===== src/rtl/sa_ws_feeder.sv =====
// Input sequencer for a weight-stationary systolic array: loads ARR_HEIGHT weight rows,
// then streams num_vecs activation vectors, then flushes for the drain length.
// Latency: every output is registered; weights and activation row 0 appear 1 cycle after
// transfer, and activation row r appears after r+1 cycles when skew is enabled.
// Backpressure: w_ready/a_ready depend on state only; an upstream stall makes the array hold
// (LOAD) or inserts a zero bubble (COMPUTE).
//
// Build option: define SA_FEEDER_SKEW_EN for diagonal activation skew (drain ARR_HEIGHT+ARR_WIDTH-1).
// Without it, all activation words are delayed by one cycle and the drain is ARR_WIDTH cycles.
//
// Ports: clk/reset (async active-high); start, num_vecs: tile request; w_valid/w_ready/w_data:
// weight rows; a_valid/a_ready/a_data: activation vectors; control, w_in_vec, a_in_vec: array
// drive (00 hold, 01 weight load, 10 compute); busy: tile in progress; done: completion pulse.
module sa_ws_feeder #(
    parameter int ARR_WIDTH  = 4,
    parameter int ARR_HEIGHT = 4,
    parameter int WORD_WIDTH = 8,
    parameter int CNT_WIDTH  = 8
) (
    input  logic                             clk,
    input  logic                             reset,
    input  logic                             start,
    input  logic [CNT_WIDTH-1:0]             num_vecs,
    input  logic                             w_valid,
    output logic                             w_ready,
    input  logic [WORD_WIDTH*ARR_WIDTH-1:0]  w_data,
    input  logic                             a_valid,
    output logic                             a_ready,
    input  logic [WORD_WIDTH*ARR_HEIGHT-1:0] a_data,
    output logic [1:0]                       control,
    output logic [WORD_WIDTH*ARR_WIDTH-1:0]  w_in_vec,
    output logic [WORD_WIDTH*ARR_HEIGHT-1:0] a_in_vec,
    output logic                             busy,
    output logic                             done
);

`ifdef SA_FEEDER_SKEW_EN
    localparam int DRAIN_LEN = ARR_HEIGHT + ARR_WIDTH - 1;
`else
    localparam int DRAIN_LEN = ARR_WIDTH;
`endif
    localparam int WCW = $clog2(ARR_HEIGHT + 1);
    localparam int DCW = $clog2(DRAIN_LEN + 1);

    localparam logic [1:0] CTL_HOLD = 2'b00;
    localparam logic [1:0] CTL_LOAD = 2'b01;
    localparam logic [1:0] CTL_COMP = 2'b10;

    typedef enum logic [1:0] {IDLE, LOAD, COMPUTE, DRAIN} state_t;

    state_t                          state_q, state_d;
    logic [CNT_WIDTH-1:0]            num_q;
    logic [CNT_WIDTH-1:0]            v_cnt;
    logic [WCW-1:0]                  w_cnt;
    logic [DCW-1:0]                  d_cnt;
    logic                            w_xfer, a_xfer;
    logic                            last_w, last_v, last_d;
    logic [1:0]                      control_d;
    logic [WORD_WIDTH*ARR_WIDTH-1:0] w_in_d;
    logic [WORD_WIDTH*ARR_HEIGHT-1:0] a_push;
    logic                            done_d;

    assign w_ready = (state_q == LOAD);
    assign a_ready = (state_q == COMPUTE);
    assign busy    = (state_q != IDLE);
    assign w_xfer  = w_valid && w_ready;
    assign a_xfer  = a_valid && a_ready;
    assign last_w  = (w_cnt == WCW'(ARR_HEIGHT - 1));
    assign last_v  = ((v_cnt + CNT_WIDTH'(1)) == num_q);
    assign last_d  = (d_cnt == DCW'(DRAIN_LEN - 1));

    // State register
    always_ff @(posedge clk or posedge reset) begin
        if (reset) begin
            state_q <= IDLE;
        end else begin
            state_q <= state_d;
        end
    end

    // Next-state logic
    always_comb begin
        state_d = state_q;
        case (state_q)
            IDLE:    if (start) state_d = LOAD;
            LOAD:    if (w_xfer && last_w) state_d = (num_q == '0) ? IDLE : COMPUTE;
            COMPUTE: if (a_xfer && last_v) state_d = DRAIN;
            DRAIN:   if (last_d) state_d = IDLE;
            default: state_d = IDLE;
        endcase
    end

    // Output logic: values presented to the array on the next cycle
    always_comb begin
        control_d = CTL_HOLD;
        w_in_d    = w_in_vec;
        a_push    = '0;
        done_d    = 1'b0;
        case (state_q)
            LOAD: begin
                if (w_xfer) begin
                    control_d = CTL_LOAD;
                    w_in_d    = w_data;
                end
                // Zero-length tile completes straight out of LOAD
                done_d = w_xfer && last_w && (num_q == '0);
            end
            COMPUTE: begin
                control_d = CTL_COMP;
                if (a_xfer) a_push = a_data;
            end
            DRAIN: begin
                control_d = CTL_COMP;
                done_d    = last_d;
            end
            default: ;
        endcase
    end

    always_ff @(posedge clk or posedge reset) begin
        if (reset) begin
            control  <= CTL_HOLD;
            w_in_vec <= '0;
            done     <= 1'b0;
        end else begin
            control  <= control_d;
            w_in_vec <= w_in_d;
            done     <= done_d;
        end
    end

    // Tile counters; cleared when a tile is accepted
    always_ff @(posedge clk or posedge reset) begin
        if (reset) begin
            num_q <= '0;
            v_cnt <= '0;
            w_cnt <= '0;
            d_cnt <= '0;
        end else begin
            case (state_q)
                IDLE: begin
                    if (start) begin
                        num_q <= num_vecs;
                        v_cnt <= '0;
                        w_cnt <= '0;
                        d_cnt <= '0;
                    end
                end
                LOAD:    if (w_xfer) w_cnt <= w_cnt + WCW'(1);
                COMPUTE: if (a_xfer) v_cnt <= v_cnt + CNT_WIDTH'(1);
                DRAIN:   d_cnt <= d_cnt + DCW'(1);
                default: ;
            endcase
        end
    end

`ifdef SA_FEEDER_SKEW_EN
    // Row r passes through r+1 registers so that it enters the array r cycles after row 0
    for (genvar r = 0; r < ARR_HEIGHT; r++) begin : g_skew
        logic [WORD_WIDTH-1:0] stage_q [0:r];
        always_ff @(posedge clk or posedge reset) begin
            if (reset) begin
                for (int k = 0; k <= r; k++) stage_q[k] <= '0;
            end else begin
                stage_q[0] <= a_push[r*WORD_WIDTH +: WORD_WIDTH];
                for (int k = 1; k <= r; k++) stage_q[k] <= stage_q[k-1];
            end
        end
        assign a_in_vec[r*WORD_WIDTH +: WORD_WIDTH] = stage_q[r];
    end
`else
    logic [WORD_WIDTH*ARR_HEIGHT-1:0] a_vec_q;
    always_ff @(posedge clk or posedge reset) begin
        if (reset) begin
            a_vec_q <= '0;
        end else begin
            a_vec_q <= a_push;
        end
    end
    assign a_in_vec = a_vec_q;
`endif

endmodule

===== config.mk =====
export PLATFORM = sky130hd
export DESIGN_NAME = sa_ws_feeder
export DESIGN_NICKNAME = d
export VERILOG_FILES = /design/src/rtl/sa_ws_feeder.sv
export SDC_FILE = /design/constraint.sdc
export NUM_CORES = 1
export LEC_CHECK = 0
export CORE_UTILIZATION = 43
export DETAILED_ROUTE_END_ITERATION = 10
export PLACE_DENSITY = 0.83
export SYNTH_ARGS = -nofsm -noshare
export SYNTH_HDL_FRONTEND = slang
export SYNTH_SLANG_ARGS = --single-unit

===== constraint.sdc =====
create_clock -name clk -period 3.98 [get_ports clk]
set_input_delay 1.194 -clock clk [delete_from_list [all_inputs] [get_ports clk]]
set_output_delay 1.194 -clock clk [all_outputs]
set_load 0.01 [all_outputs]

==> metrics.txt, run 1 <==
Synth top area share=62.6%; Worst-path clk slew=approximately 0.090 ns; mapped cell area=around 3600 um^2; Overflow after GRT=0; Inst Count DP=590; Syn-to-layout area delta=49.4%; reg2reg setup slack=between 1.5 and 2 ns; Max-Cap Viols=0; gpl congestion=0.812; Flop pwr share=a little over two fifths; Pleak=roughly 0.0025 uW; Port Buffers=146; DR DRC count=0; final hold vios=0; first-pass GRT wire length=13500 um; via count=between 2000 and 3000; flops & latches, synth=91; VDD IR max=312 uV; post-synthesis simple-gate area fraction=between 20% and 30%; hold-fix buffers at CTS=0; Post-synth EDFFs=0; sequential area share after synthesis=between 60% and 70%; top post-synthesis cells by area=dfrtp_1 63%, nand2_1 11%, and2_1 5.8%; final count of pins violating max slew=0; syn_area_per_cell=10.4 um^2; endpoint class of the critical path=primary output; Total GRT Usage=approximately 20%; largest family of logic cells by synthesized area=simple AND/OR/NAND/NOR gates; Vias per Instance=4.88; Cell Rows=33; Power Density=roughly 600 nW/um^2; Tmin final=a little under 3 ns; Worst setup SP type=flop; hpwl dp=6140 um; commonest cells in the netlist=111 x nand2_1, 91 x dfrtp_1, 34 x and2_1; Iter 0 DRT Violations=roughly 150; Synth area leader=dfrtp_1; total inserted antenna cells=0; Clk Latency, worst-skew pair=0.36 ns; total CTS buffers=9; met1 wire length=around 3400 um; Sink Count=91; Post-Syn Nets=433; post-synthesis adder-cell area fraction=~1.7%; Clock Tree Root=clkbuf_8; floorplan core area=8220 um^2; # IOs=between 100 and 150; Finished Layout Cells=a little over 600; synth warn=0; outcome=finished clean; H-tree levels=3; crit path kind=reg2out; post_cts resized=0; synth unique cells=34; power consumption=between 3000 and 4000 uW; met2 WL=approximately 4000 um; Compound-Gate Fraction of Synth Area=under 10%; initial antenna violation count=0; die area=8830 um^2; Peak Freq=roughly 340 MHz; fin nets=578; Sw Ratio=~33%; Die W=94.0 um; unrepaired setup endpoints after global routing=false; antenna-violating nets left=0; power share of the combinational group=a little over a third; wire length on met3=868 um; Critical Path AT=between 1.5 and 2 ns; die height=94.0 um; Synth Area in XOR/XNOR=approximately 2.2%; Highest Signal Layer=met4; Final TNS setup=0 ns; Final Setup Violations=0; top-count cell post-synth=nand2_1; vias in the first global route=about 2900; CP max FO=16; post-synthesis mux area share=2.44%; Post-Route WL=around 8300 um; Req. time, crit path=between 2 and 3 ns; Max Buffers Root-to-Sink=2; Max transition margin=~52%; NetSw=~1100 uW; internal power=2210 uW; post-synthesis cell count=approximately 350; Setup Buffers After CTS=0; clock network power share=21.6%; Slew @ Worst Pin=just over 0.7 ns; Synth Flop Type=dfrtp_1; layout cells sized above 1=around 4.8%; Hold WC Path Type=reg2reg; Layout Utilization=66.1%; clk_skew=0.00595 ns; initial core utilization=around 44%; WL per Instance=13.7 um; fraction of registers with async set/reset=100%; period utilisation layout=74.3%; CTS tree=yes; drt first pass iters=4; largest net degree at the start of global routing=51
sequential cells by signal, summed over array words and instances, names as in the netlist, named ones only:
name and cells:
num_q 8, control 2, w_in_vec 32, v_cnt 8, state_q 1, w_cnt 3
a_in_vec 32, done 1, d_cnt 3
layout by cell type, fill, tap and decap left out, types with 4 or more instances in the layout:
| cell type | n |
|---|---|
| a21oi_1 | 12 |
| and2_1 | 34 |
| clkbuf_8 | 10 |
| clkdlybuf4s50_1 | 146 |
| dfrtp_1 | 91 |
| ha_1 | 5 |
| inv_1 | 4 |
| mux2_1 | 7 |
| nand2_1 | 111 |
| nand3_1 | 8 |
| nor2_1 | 9 |
| o21ai_0 | 4 |
| o21ai_1 | 11 |
| xnor2_1 | 5 |
| xor2_1 | 4 |
critical path, cell delays in order (launching register included):
cell	delay (ns)
dfrtp_1	0.62
nor2b_1	0.23
clkdlybuf4s50_1	0.55
metrics by stage:
stage | cell area [um^2] | setup WS, ns | hold slack [ns]
4_1_cts | 5440 | 1.01 | 0.484
2_1_floorplan | 3640 | 0.422 | 0.454
5_1_grt | 5440 | 0.902 | 0.504
3_5_place_dp | 5200 | 1.00 | 0.461
3_3_place_gp | 5200 | 1.08 | 0.456
6_report | 5440 | 1.02 | 0.477
area by class of cell:
| cell class | instances | area [um^2] |
|---|---|---|
| Fill cell | 650 | 2780 |
| Sequential cell | 91 | 2280 |
| Timing Repair Buffer | 150 | 1500 |
| Multi-Input combinational cell | 238 | 1270 |
| Clock buffer | 10 | 138 |
| Tap cell | 105 | 131 |
| Clock inverter | 6 | 93.8 |
| Inverter | 6 | 23.8 |
metal layers:
layer / GRT usage, % / up-vias
met4: 7.44 / 0
met5: 0 / -
met1: 24.0 / 1401
met3: 7.69 / 8
li1: - / 1423
met2: 32.8 / 126
power by group through the flow:
stage | clock network, uW | logic, uW | registers [uW]
2_1_floorplan | 0 | 518 | 1450
3_3_place_gp | 0 | 1140 | 1400
3_5_place_dp | 0 | 1180 | 1410
4_1_cts | 729 | 1190 | 1390
5_1_grt | 765 | 1300 | 1430
6_report | 706 | 1170 | 1390
path summary, 6_finish.rpt:
check | startpoint | endpoint | cells past startpoint
worst max-delay path | flop | a_ready | 2
worst min-delay path | w_in_vec[14] | w_in_vec[14] | 2
worst max register to register | state_q[0] | w_cnt[1] | 6
worst min register to register | w_in_vec[14] | w_in_vec[14] | 2
max in group asynchronous | reset | a_in_vec[25] | 3
min in group asynchronous | reset | w_in_vec[1] | 2
cell families (layout without fill, tap and decap cells):
logic type	Yosys count	in the layout
AOI/OAI and AO/OA	39	39
muxes	8	8
buffers and inverters	22	172
xor gates and xnor gates	9	9
adders and majority gates	5	5
and+or+nand+nor	177	177
DFF	91	91
Note: power is estimated with default switching activity, not from simulation.
==> inputs of run 2 (changes only) <==
==> constraint.sdc (replaced) <==
create_clock -name clk -period 3 [get_ports clk]
set_input_delay 0.9 -clock clk [delete_from_list [all_inputs] [get_ports clk]]
set_output_delay 0.9 -clock clk [all_outputs]
set_load 0.01 [all_outputs]
==> run 2 against run 1 <==
Effect of this change:
- combinational power up 34%
- register-to-register slack worse by 0.68 ns
- worst setup slack worse by 0.65 ns
- non-clock buffer count up 2
- global-route usage up 0.13 points
- clock-buffer cell count up 1
- utilization up 0.14 points
- cell count up 0.33%
- critical path type unchanged
==> metrics.txt, run 2 (synthesis results as in run 1) <==
Power Density=786 nW/um^2 (+30%); floorplan core area=8220 um^2 (unchanged); Req. time, crit path=2.10 ns (-0.69 ns); VDD IR max=340 uV (+8.8%); power consumption=4280 uW (+31%); commonest non-fill, non-tap cell in the layout=clkdlybuf4s50_1; largest net degree at the start of global routing=42 (-18%); DR DRC count=0 (unchanged); Total GRT Usage=20.2% (+0.13 points); Overflow after GRT=0 (unchanged); worst hold slack=0.482 ns (+0.00443 ns); Final Setup Violations=0 (unchanged); Max-Cap Viols=0 (unchanged); Slew @ Worst Pin=0.561 ns (-0.164 ns); initial core utilization=44.3% (unchanged); period utilisation layout=a little under 90%; outcome=finished clean; gpl congestion=0.841 (+3.6%); crit path kind=reg2out; total CTS buffers=9 (unchanged); area of placed instances=5230 um^2 (+0.58%); unrepaired setup endpoints after global routing=false; first-pass GRT wire length=13800 um (+2.0%); Clk Latency, worst-skew pair=0.35 ns (about the same); die height=94.0 um (unchanged); antenna-violating nets left=0 (unchanged); Max transition margin=62.5% (+11 points); cell family with most CP delay=flip-flops; clk_skew=0.0135 ns (+0.00752 ns); Setup Buffers After CTS=0 (unchanged); Final TNS setup=0 ns (unchanged); hpwl dp=6400 um (+4.3%); final hold vios=0 (unchanged); Max Buffers Root-to-Sink=2 (unchanged); Syn-to-layout area delta=49.7%; Cell Rows=33 (unchanged); Vias per Instance=4.83 (-1.1%); Sink Count=91 (unchanged); Post-Route WL=8460 um (+1.8%); Worst-path clk slew=0.09 ns (about the same); # IOs=147 (unchanged); Die W=94.0 um (unchanged); initial antenna violation count=0 (unchanged); CP peak stage delay=0.58 ns (-0.04 ns); endpoint class of the critical path=primary output; layout cells sized above 1=5.17% (+0.38 points); H-tree levels=3 (unchanged); die area=8830 um^2 (unchanged); CTS tree=yes; Port Buffers=146 (unchanged); fin nets=580 (+0.35%); Worst setup SP type=flop; worst path cell trace=nor2b_1 > clkdlybuf4s50_1; total inserted antenna cells=0 (unchanged); Pleak=0.00251 uW (-0.42%); drt first pass iters=4 (unchanged); Peak Freq=between 300 and 400 MHz; final count of pins violating max slew=0 (unchanged); CP max FO=14 (-2); WL per Instance=13.9 um (+1.5%); vias in the first global route=2980 (+1.7%); CP max-delay cell=dfrtp_1; post_cts resized=0 (unchanged); Tmin final=between 2 and 3 ns; Layout Utilization=66.3% (+0.14 points); via count=2936 (-0.74%); hold-fix buffers at CTS=0 (unchanged); commonest cells after routing, fill and taps aside=146 x clkdlybuf4s50_1, 111 x nand2_1, 91 x dfrtp_1, 34 x and2_1, 12 x a21oi_1; Clock Tree Root=clkbuf_8; Hold WC Path Type=reg2reg; Buffers & Inverters on Critical Path=1 (unchanged); fin area=5450 um^2 (+0.21%); Iter 0 DRT Violations=119 (-20%); Critical Path AT=1.72 ns (-0.04 ns)
==> run 2: changes by cell type in the layout (fill, tap and decap cells not counted) <==
| cell | before | now |
|---|---|---|
| clkinvlp_4 | 0 | 4 |
| buf_4 | 3 | 4 |
| bufinv_16 | 2 | 1 |
| inv_6 | 2 | 0 |
| clkinv_4 | 0 | 1 |
| buf_12 | 1 | 2 |
| clkbuf_8 | 10 | 11 |
| clkinv_2 | 2 | 0 |
| inv_8 | 1 | 0 |
==> run 2: power breakdown <==
| part | internal (uW) | total [uW] | leakage (uW) | switching (uW) |
|---|---|---|---|---|
| registers | 1590 | 1850 | 0.00118 | 262 |
| clock network | 432 | 865 | 0.0000978 | 433 |
| logic | 849 | 1570 | 0.00123 | 716 |
==> run 2: routing by layer <==
metal	GRT usage [%]	routed length, um	share of wire (%)
met3	8.09	849	10
met2	32.4	4110	49
met5	0	0	0
met4	9.49	203	2.4
met1	23.6	3300	39
==> run 2: final cells by class <==
class,instances,area (um^2)
timing repair buffer,152,1530
clock inverter,5,61.3
fill,640,2770
sequential,91,2280
inverter,6,26.3
clock buffer,11,151
tap,105,131
multi-input combinational,238,1270
==> run 2: worst paths after layout <==
| kind | startpoint | to | slack, ns | cells past startpoint |
|---|---|---|---|---|
| min in group asynchronous | reset | w_in_vec[11] | 0.94 | 2 |
| max in group asynchronous | reset | w_in_vec[27] | 1.48 | 3 |
| hold reg to reg | w_in_vec[15] | w_in_vec[15] | 0.48 | 2 |
| hold / removal | w_in_vec[15] | w_in_vec[15] | 0.48 | 2 |
| setup reg to reg | flop | v_cnt[3] | 1.18 | 6 |
| setup / recovery | state_q[0] | w_ready | 0.38 | 2 |
==> run 2: worst register-to-register path, delay by kind of cell (launching register included) <==
family	cells	cell delay, ns
AND/OR/NAND/NOR	3	0.71
flip-flops	1	0.60
AO/OA/AOI/OAI	2	0.22
buffers and inverters	1	0.20
==> run 2: per-stage QoR <==
stage | instances | setup slack (ns)
finish | 608 | 0.377
global route | 608 | 0.255
CTS | 608 | 0.353
detailed placement | 592 | 0.556
global placement | 592 | 0.615
floorplan | 351 | 1.04
